<file path="src/rtl/sysbus_bridge_if.sv">
// Bundles the CPU register port and the per-slave strobe/ack bus of sysbus_bridge.
// The bridge uses the slave modport. The environment (CPU decoder, slave cores) uses the master modport.
interface sysbus_bridge_if #(
  parameter int NSLV = 2
);
  logic              cs;
  logic              we;
  logic [7:0]        addr;
  logic [7:0]        din;
  logic [7:0]        dout;
  logic              rdy;
  logic              irq;
  logic [NSLV-1:0]   wb_stb;
  logic              wb_we;
  logic [7:0]        wb_adr;
  logic [7:0]        wb_dato;
  logic [8*NSLV-1:0] wb_dati;
  logic [NSLV-1:0]   wb_ack;
  logic [NSLV-1:0]   slv_irq;

  modport slave (
    input  cs, we, addr, din, wb_dati, wb_ack, slv_irq,
    output dout, rdy, irq, wb_stb, wb_we, wb_adr, wb_dato
  );

  modport master (
    output cs, we, addr, din, wb_dati, wb_ack, slv_irq,
    input  dout, rdy, irq, wb_stb, wb_we, wb_adr, wb_dato
  );
endinterface

</file>
<file path="src/rtl/sysbus_bridge.sv">
// Bridges Z80 register accesses to NSLV strobe/ack slaves, holds the CPU on rdy, and masks slave interrupts.
// Defining SYSBUS_TIMEOUT_EN adds a strobe timeout that aborts the access and sets the sticky STATUS.TO flag.
module sysbus_bridge #(
  parameter int NSLV    = 2,
  parameter int TIMEOUT = 15
) (
  input logic             clk,
  input logic             rst,
  sysbus_bridge_if.slave  bus
);

  typedef enum logic [1:0] {IDLE, STROBE, DONE} state_e;

  state_e          state_q, state_d;
  logic            cs_q;
  logic            start, slaveTgt, localTgt, localWr;
  logic [2:0]      chan_q;
  logic [NSLV-1:0] sel, stb;
  logic            ackHit, expire, toFlag, rdy;
  logic [7:0]      rdata, localRead, irqRaw;
  logic [7:0]      irqMask_q, dout_q, wbAdr_q, wbDato_q;
  logic            wbWe_q, irq_q;

  if (NSLV < 1 || NSLV > 8 || TIMEOUT < 1 || TIMEOUT > 255) begin : g_badParam
    $error("sysbus_bridge: NSLV must be 1..8 and TIMEOUT 1..255");
  end

  assign start    = bus.cs & ~cs_q;
  assign slaveTgt = bus.addr[7:4] < 4'(NSLV);
  assign localTgt = bus.addr[7:4] == 4'hF;
  assign localWr  = start & localTgt & bus.we;
  assign sel      = NSLV'(1) << chan_q;
  assign ackHit   = |(bus.wb_ack & sel);

  always_comb begin
    rdata = '0;
    for (int i = 0; i < NSLV; i++) begin
      if (sel[i]) rdata = bus.wb_dati[8*i +: 8];
    end
  end

  always_comb begin
    irqRaw = '0;
    irqRaw[NSLV-1:0] = bus.slv_irq;
  end

  always_comb begin
    localRead = 8'h00;
    case (bus.addr[3:0])
      4'h0:    localRead = irqRaw;
      4'h1:    localRead = irqMask_q;
      4'h2:    localRead = {7'b0, toFlag};
      default: localRead = 8'h00;
    endcase
  end

`ifdef SYSBUS_TIMEOUT_EN
  // The counter is 0 in the first strobe cycle, so the last permitted strobe cycle sees TIMEOUT-1.
  localparam logic [7:0] LastCount = 8'(TIMEOUT - 1);
  logic [7:0] count_q;
  logic       to_q;

  assign expire = (state_q == STROBE) & ~ackHit & (count_q == LastCount);
  assign toFlag = to_q;

  always_ff @(posedge clk) begin
    if (rst) begin
      count_q <= '0;
      to_q    <= 1'b0;
    end else begin
      count_q <= (state_q == STROBE) ? count_q + 8'd1 : 8'd0;
      if (expire)
        to_q <= 1'b0 | 1'b1;
      else if (localWr && bus.addr[3:0] == 4'h2 && bus.din[0])
        to_q <= 1'b0;
    end
  end
`else
  assign expire = 1'b0;
  assign toFlag = 1'b0;
`endif

  always_ff @(posedge clk) begin
    if (rst) state_q <= IDLE;
    else     state_q <= state_d;
  end

  always_comb begin
    state_d = state_q;
    case (state_q)
      IDLE:    if (start && slaveTgt) state_d = STROBE;
      STROBE:  if (ackHit || expire)  state_d = DONE;
      DONE:    if (!bus.cs)           state_d = IDLE;
      default: state_d = IDLE;
    endcase
  end

  // Both outputs are combinational so the CPU stall starts in the same cycle that cs rises.
  always_comb begin
    stb = '0;
    if (state_q == STROBE) stb = sel;
    rdy = ~((start & slaveTgt) | (state_q == STROBE));
  end

  always_ff @(posedge clk) begin
    if (rst) begin
      cs_q      <= 1'b0;
      chan_q    <= '0;
      wbAdr_q   <= '0;
      wbDato_q  <= '0;
      wbWe_q    <= 1'b0;
      dout_q    <= '0;
      irqMask_q <= '0;
      irq_q     <= 1'b0;
    end else begin
      cs_q  <= bus.cs;
      irq_q <= |(bus.slv_irq & irqMask_q[NSLV-1:0]);
      if (start) begin
        if (slaveTgt && state_q == IDLE) begin
          chan_q   <= bus.addr[6:4];
          wbAdr_q  <= bus.addr;
          wbDato_q <= bus.din;
          wbWe_q   <= bus.we;
        end else if (localTgt && !bus.we) begin
          dout_q <= localRead;
        end else if (!slaveTgt && !localTgt && !bus.we) begin
          dout_q <= 8'h00;
        end
      end
      if (localWr && bus.addr[3:0] == 4'h1) irqMask_q <= bus.din;
      if (state_q == STROBE && !wbWe_q) begin
        if (ackHit)      dout_q <= rdata;
        else if (expire) dout_q <= 8'hFF;
      end
    end
  end

  assign bus.dout    = dout_q;
  assign bus.rdy     = rdy;
  assign bus.irq     = irq_q;
  assign bus.wb_stb  = stb;
  assign bus.wb_we   = wbWe_q;
  assign bus.wb_adr  = wbAdr_q;
  assign bus.wb_dato = wbDato_q;

endmodule

</file>
<file path="src/flat_wrapper.sv">
// flat-port wrapper written by rule: the top's interface ports become plain ports
module sysbus_bridge_flat 
#(
  parameter int NSLV    = 2,
  parameter int TIMEOUT = 15
)
  (clk, rst, bus_cs, bus_we, bus_addr, bus_din, bus_wb_dati, bus_wb_ack, bus_slv_irq, bus_dout, bus_rdy, bus_irq, bus_wb_stb, bus_wb_we, bus_wb_adr, bus_wb_dato);
  sysbus_bridge_if #(.NSLV(NSLV)) bus_i ();
  input logic clk;
  input logic rst;
  input wire logic [$bits(bus_i.cs)-1:0] bus_cs;
  input wire logic [$bits(bus_i.we)-1:0] bus_we;
  input wire logic [$bits(bus_i.addr)-1:0] bus_addr;
  input wire logic [$bits(bus_i.din)-1:0] bus_din;
  input wire logic [$bits(bus_i.wb_dati)-1:0] bus_wb_dati;
  input wire logic [$bits(bus_i.wb_ack)-1:0] bus_wb_ack;
  input wire logic [$bits(bus_i.slv_irq)-1:0] bus_slv_irq;
  output wire logic [$bits(bus_i.dout)-1:0] bus_dout;
  output wire logic [$bits(bus_i.rdy)-1:0] bus_rdy;
  output wire logic [$bits(bus_i.irq)-1:0] bus_irq;
  output wire logic [$bits(bus_i.wb_stb)-1:0] bus_wb_stb;
  output wire logic [$bits(bus_i.wb_we)-1:0] bus_wb_we;
  output wire logic [$bits(bus_i.wb_adr)-1:0] bus_wb_adr;
  output wire logic [$bits(bus_i.wb_dato)-1:0] bus_wb_dato;
  assign bus_i.cs = bus_cs;
  assign bus_i.we = bus_we;
  assign bus_i.addr = bus_addr;
  assign bus_i.din = bus_din;
  assign bus_i.wb_dati = bus_wb_dati;
  assign bus_i.wb_ack = bus_wb_ack;
  assign bus_i.slv_irq = bus_slv_irq;
  assign bus_dout = bus_i.dout;
  assign bus_rdy = bus_i.rdy;
  assign bus_irq = bus_i.irq;
  assign bus_wb_stb = bus_i.wb_stb;
  assign bus_wb_we = bus_i.wb_we;
  assign bus_wb_adr = bus_i.wb_adr;
  assign bus_wb_dato = bus_i.wb_dato;
  sysbus_bridge #(.NSLV(NSLV), .TIMEOUT(TIMEOUT)) u_core (.clk(clk), .rst(rst), .bus(bus_i));
endmodule
</file>
<file path="config.mk">
export PLATFORM = sky130hd
export DESIGN_NAME = sysbus_bridge_flat
export DESIGN_NICKNAME = d
export VERILOG_FILES = /design/src/rtl/sysbus_bridge_if.sv /design/src/rtl/sysbus_bridge.sv /design/src/flat_wrapper.sv
export SDC_FILE = /design/constraint.sdc
export NUM_CORES = 1
export LEC_CHECK = 0
export CAP_MARGIN = 20
export CORE_AREA = 2 2 72 57
export DETAILED_ROUTE_END_ITERATION = 7
export DIE_AREA = 0 0 74 59
export PLACE_DENSITY_LB_ADDON = 0.15
export SLEW_MARGIN = 15
export SYNTH_ARGS = -nofsm -noshare
export SYNTH_HDL_FRONTEND = slang
export SYNTH_SLANG_ARGS = --single-unit
</file>
<file path="constraint.sdc">
create_clock -name clk -period 3.6 [get_ports clk]
set_clock_uncertainty 0.2 [all_clocks]
set_input_delay 0.72 -clock clk [delete_from_list [all_inputs] [get_ports clk]]
set_output_delay 0.72 -clock clk [all_outputs]
set_load 0.03 [all_outputs]
</file>
# Word-level counts from Yosys, hierarchy flattened
# Cells that the tools add are included.
# totals
wordCells	58
out_inout_bits	29
reg_bits	40
in_bits	40
# op_classes
n_reduce_logical	17
n_lt_le_gt_ge	1
bitwise_logic	9
eq_ne	7
shift	1
muxes	14
# ops
cell	n
two-way mux 8 bit	8
case mux 8 bit (2 select lines)	1
two-way mux 2 bit	4
logical AND 1 bit	7
case mux 2 bit (3 select lines)	1
bitwise AND 1 bit	4
bitwise AND 2 bit	2
== test 4 x 1 -> 1 bit, second input constant	1
== test 4 bit, second input constant	1
logical NOT 1 bit	4
logical NOT 4 bit	1
< comparator 4 x 2 -> 1 bit, second input constant	1
!= test 2 x 1 -> 1 bit, second input constant	2
OR reduction 2 bit	2
AND reduction 3 bit	1
left shift 1 x 3 -> 2 bit, first input constant	1
== test 2 x 1 -> 1 bit, second input constant	1
== test 2 bit, second input constant	1
logical NOT 2 bit	1
!= test 2 bit, second input constant	1
inverter 1 bit	2
AND reduction 2 bit	1
OR 1 bit	1

# Logic depth before layout (Yosys ltp)
# depth
ltp_word	10
ltp_mapped	6
ltp_nobuf	4

# Worst setup path after synthesis
# Ideal clock, no wire load.
# synth_timing
path_kind	register to output
startpoint	reg, netlist name u_core.bus.wb_adr[5]
endpoint	out bus_wb_stb[0]
path_buffers	1
required_time_ns	2.680
setup_slack_ns	1.273
stages_incl_launch_ff	5
arrival_time_ns	1.407
path_cell_list	dfxtp_1 > nor2_1 > clkbuf_1 > nand2_1 > nor2_1
# synth_lines
element	line	source
to (decl)	flat_wrapper.sv:21	output wire logic [$bits(bus_i.wb_stb)-1:0] bus_wb_stb;

# Final worst setup path
# layout_timing
startpoint	in bus_addr[7]
endpoint	out bus_rdy
# layout_between
elab_chain_cells	4
# layout_lines
element	line	source
from (decl)	flat_wrapper.sv:13	input wire logic [$bits(bus_i.addr)-1:0] bus_addr;
< comparator 4 x 2 -> 1 bit	sysbus_bridge.sv:29	assign slaveTgt = bus.addr[7:4] < 4'(NSLV);
bitwise AND 1 bit	sysbus_bridge.sv:102	rdy = ~((start & slaveTgt) | (state_q == STROBE));
OR 1 bit	sysbus_bridge.sv:102	
inverter 1 bit	sysbus_bridge.sv:102	
to (decl)	flat_wrapper.sv:19	output wire logic [$bits(bus_i.rdy)-1:0] bus_rdy;
# Every way passes these cells.

==> results.yml <==
clock_network:
  ctsRootBufferMaster: "clkbuf_8"
  clk_pin_slew_worst_paths_ns: 0.07
  ctsResizeCount: 0
  cts_setup_buffers: 0
  clkLatencyLatePin_ns: 0.28
  cts_sinks: 37
  ctsHoldBuffers: 0
  htreeDepth: 2
  cts_buffer_depth: 2
  cts_tree: "built"
  cts_buffers: 5
yosys:
  synth-async-reset-ratio_pct: 0
  netlist_area_um2: 1590
  ys.flop_type: "dfxtp_1"
  netlist-cell-type-count: 29
  synth_edf_count: 0
  muxShareOfSynthArea_pct: 21.7
  synth-seq-cells: 37
  synth_warnings: 0
  synth_top_family_by_area: "multiplexers"
  synth_xor_area_share_pct: 0
  yosys.area_share.simple_pct: 19.9
  syn_inst: 160
  syn_area_per_cell_um2: 9.92
  ys_seq_area_share_pct: 46.7
  synth-compound-area-share_pct: 8.83
  synth_nets: 200
  synthAdderAreaFrac_pct: 0
floorplan:
  die_h_um: 59
  core_um2: 3590
  die_w_um: 74
  pin_count: 69
  rows: 19
  die_area_um2: 4370
  initial_utilization_pct: 44.2
detailed_routing:
  routed_wl_um: 3960
  routed_via_density: 5.11
  num_vias: 1432
  drt_iter0_drc: 71
  ant_nets: 0
  wl_per_cell_um: 14.2
  firstDrtPassIters: 4
  remaining_drc_errors: 0
timing:
  fmax_mhz: 322
  finalSetupViolations: 0
  slew-limit-headroom_pct: 52.7
  finalHoldViolCount: 0
  fin_setup_tns_ns: 0
  final.period_utilization_pct: 86.2
  finalCriticalPeriod_ns: 3.10
  worst_pin_slew_ns: 0.705
  grt_setup_unrepaired: "false"
  finalMaxSlewViolations: 0
placement:
  portBuffers: 68
  gp_congestion: 0.756
  hpwl_um: 3020
  placed_area_um2: 2310
  post-place-cells: 272
critical_path:
  cp_max_fo: 3
  cp.arrival_ns: 2.18
  path_delay_family: "buffers and inverters"
  cp_data_required_time_ns: 2.68
  path_cells: "clkdlybuf4s50_1 > nor3_1 > a21oi_1 > clkdlybuf4s50_1"
  startpoint: "bus_addr[7]"
  critPathLaunchType: "primary input"
  timing.rr.start: "u_core.bus.wb_adr[4]$_SDFFE_PP0P_"
  critPathKind: "primary input to primary output"
  worstSetupEndpointType: "primary output"
  critPathMaxStageDelay_ns: 0.61
  crit_top_cell: "clkdlybuf4s50_1"
  path_buf_inv: 2
  critPathSlowestCell: "clkdlybuf4s50_1"
power:
  cellLeakagePower_nw: 0.939
  switchingPower_uw: 183
  power.share.clock_pct: 34.4
  powerDensity_nw_per_um2: 331
  comb_power_share_pct: 12.9
  peakVddDrop_uv: 227
  switching_share_pct: 23.1
  p_int_uw: 609
  power.share.sequential_pct: 52.7
cells_and_area:
  final_cell_count_no_fill: 280
  final.fill_count: 273
  diodes: 0
  num-nets-final: 267
  fin_util_pct: 66.7
  area_growth_pct: 50.9
  final_area_um2: 2390
  drive_above_1_share_pct: 10.5
grt:
  antenna_found_initial: 0
  gr-usage-all-layers_pct: 19.2
  grt_pass1_vias: 1406
  grt_max_degree: 20
  grt_pass1_wl_um: 6240
  grt_overflow: 0
flow_run:
  cap_violations: 0
worst_hold_path:
  hp-class: "flip-flop to flip-flop"
  hp-start: "u_core.bus.wb_dato[7]$_SDFFE_PP0P_"
run_status:
  status: "finished, final reports clean"
## registers in the layout, indices dropped and copies added (netlist names)
name                count
u_core.cs_q             1
u_core.bus.wb_dato      8
u_core.bus.dout         8
u_core.bus.wb_adr       8
u_core.bus.wb_we        1
u_core.state_q          2
u_core.bus.irq          1
u_core.irqMask_q        8
## cells in the mapped netlist, types with 2 or more instances
cell type | n | area share, %
nand3_1 | 2 | 0.63
nor2_1 | 26 | 6.2
dfxtp_1 | 37 | 47
mux2i_1 | 22 | 14
mux2_2 | 11 | 7.8
nor3_1 | 9 | 2.8
a221oi_1 | 7 | 3.9
nand2_1 | 3 | 0.71
and3b_1 | 3 | 1.7
nor2b_1 | 3 | 1.2
clkbuf_1 | 7 | 1.7
a21oi_1 | 11 | 3.5
buf_1 | 3 | 0.71
## layout make-up
| type | count | area, um2 | area share [%] |
|---|---|---|---|
| well taps | 52 | 65.1 | 2.72 |
| inverters | 1 | 3.75 | 0.157 |
| flip-flops and latches | 37 | 741 | 30.9 |
| clock buffers | 6 | 72.6 | 3.03 |
| repair buffers | 71 | 703 | 29.4 |
| multi-input cells | 111 | 800 | 33.4 |
| clock inverters | 2 | 10.0 | 0.418 |
## cell families after synthesis
family | Yosys count
and+or+nand+nor | 57
DFF | 37
AOI/OAI and AO/OA | 21
muxes | 33
buffers and inverters | 12
## path summary, 6_finish.rpt
kind                            slack [ns]                                  to  cells after the start
worst min-delay path                  0.30  u_core.bus.wb_dato[7]$_SDFFE_PP0P_                      2
worst max-delay path                  0.50                             bus_rdy                      4
worst max register to register        1.48       u_core.bus.dout[2]$_SDFF_PP0_                      4
worst min register to register        0.30  u_core.bus.wb_dato[7]$_SDFFE_PP0P_                      2
## layer usage
metal | share of wire, % | up-vias | track usage (%)
li1 | - | 712 | -
met1 | 45 | 654 | 24.4
met2 | 46 | 59 | 30.2
met3 | 7.1 | 7 | 6.29
met4 | 1.2 | 0 | 7.53
met5 | 0 | - | 0
## layout by cell type (no fill, tap or decap), types with 2 or more instances in the layout
cell,instances
mux2_2,11
nor2_1,26
nand2_1,3
and3b_1,3
mux2i_1,22
buf_4,3
clkinv_2,2
a221oi_1,7
nor2b_1,3
a21oi_1,11
nor3_1,9
dfxtp_1,37
clkbuf_8,5
clkdlybuf4s50_1,68
nand3_1,2
## power by group through the flow
stage | Clock, mW | Combinational (mW) | Sequential (mW)
after global routing | 0.294 | 0.110 | 0.418
final | 0.272 | 0.102 | 0.418
after global placement | 0 | 0.101 | 0.427
after detailed placement | 0 | 0.102 | 0.427
after CTS | 0.277 | 0.103 | 0.418
after floorplan | 0 | 0.0336 | 0.434
## worst reg2reg max path, cell delays in order, from the launching register on
cell and delay (ns):
dfxtp_1 0.64, mux2_2 0.43, and4b_1 0.30, a221oi_1 0.28, nor3_1 0.11
## through the flow
stage / worst slack [ns] / hold WS, ns / power [mW]
after floorplan: 1.27 / 0.260 / 0.467
after global placement: 0.498 / 0.276 / 0.528
after detailed placement: 0.509 / 0.288 / 0.529
after CTS: 0.500 / 0.304 / 0.797
after global routing: 0.426 / 0.330 / 0.821
final: 0.497 / 0.297 / 0.792
Power figures use the tool's default switching activity.
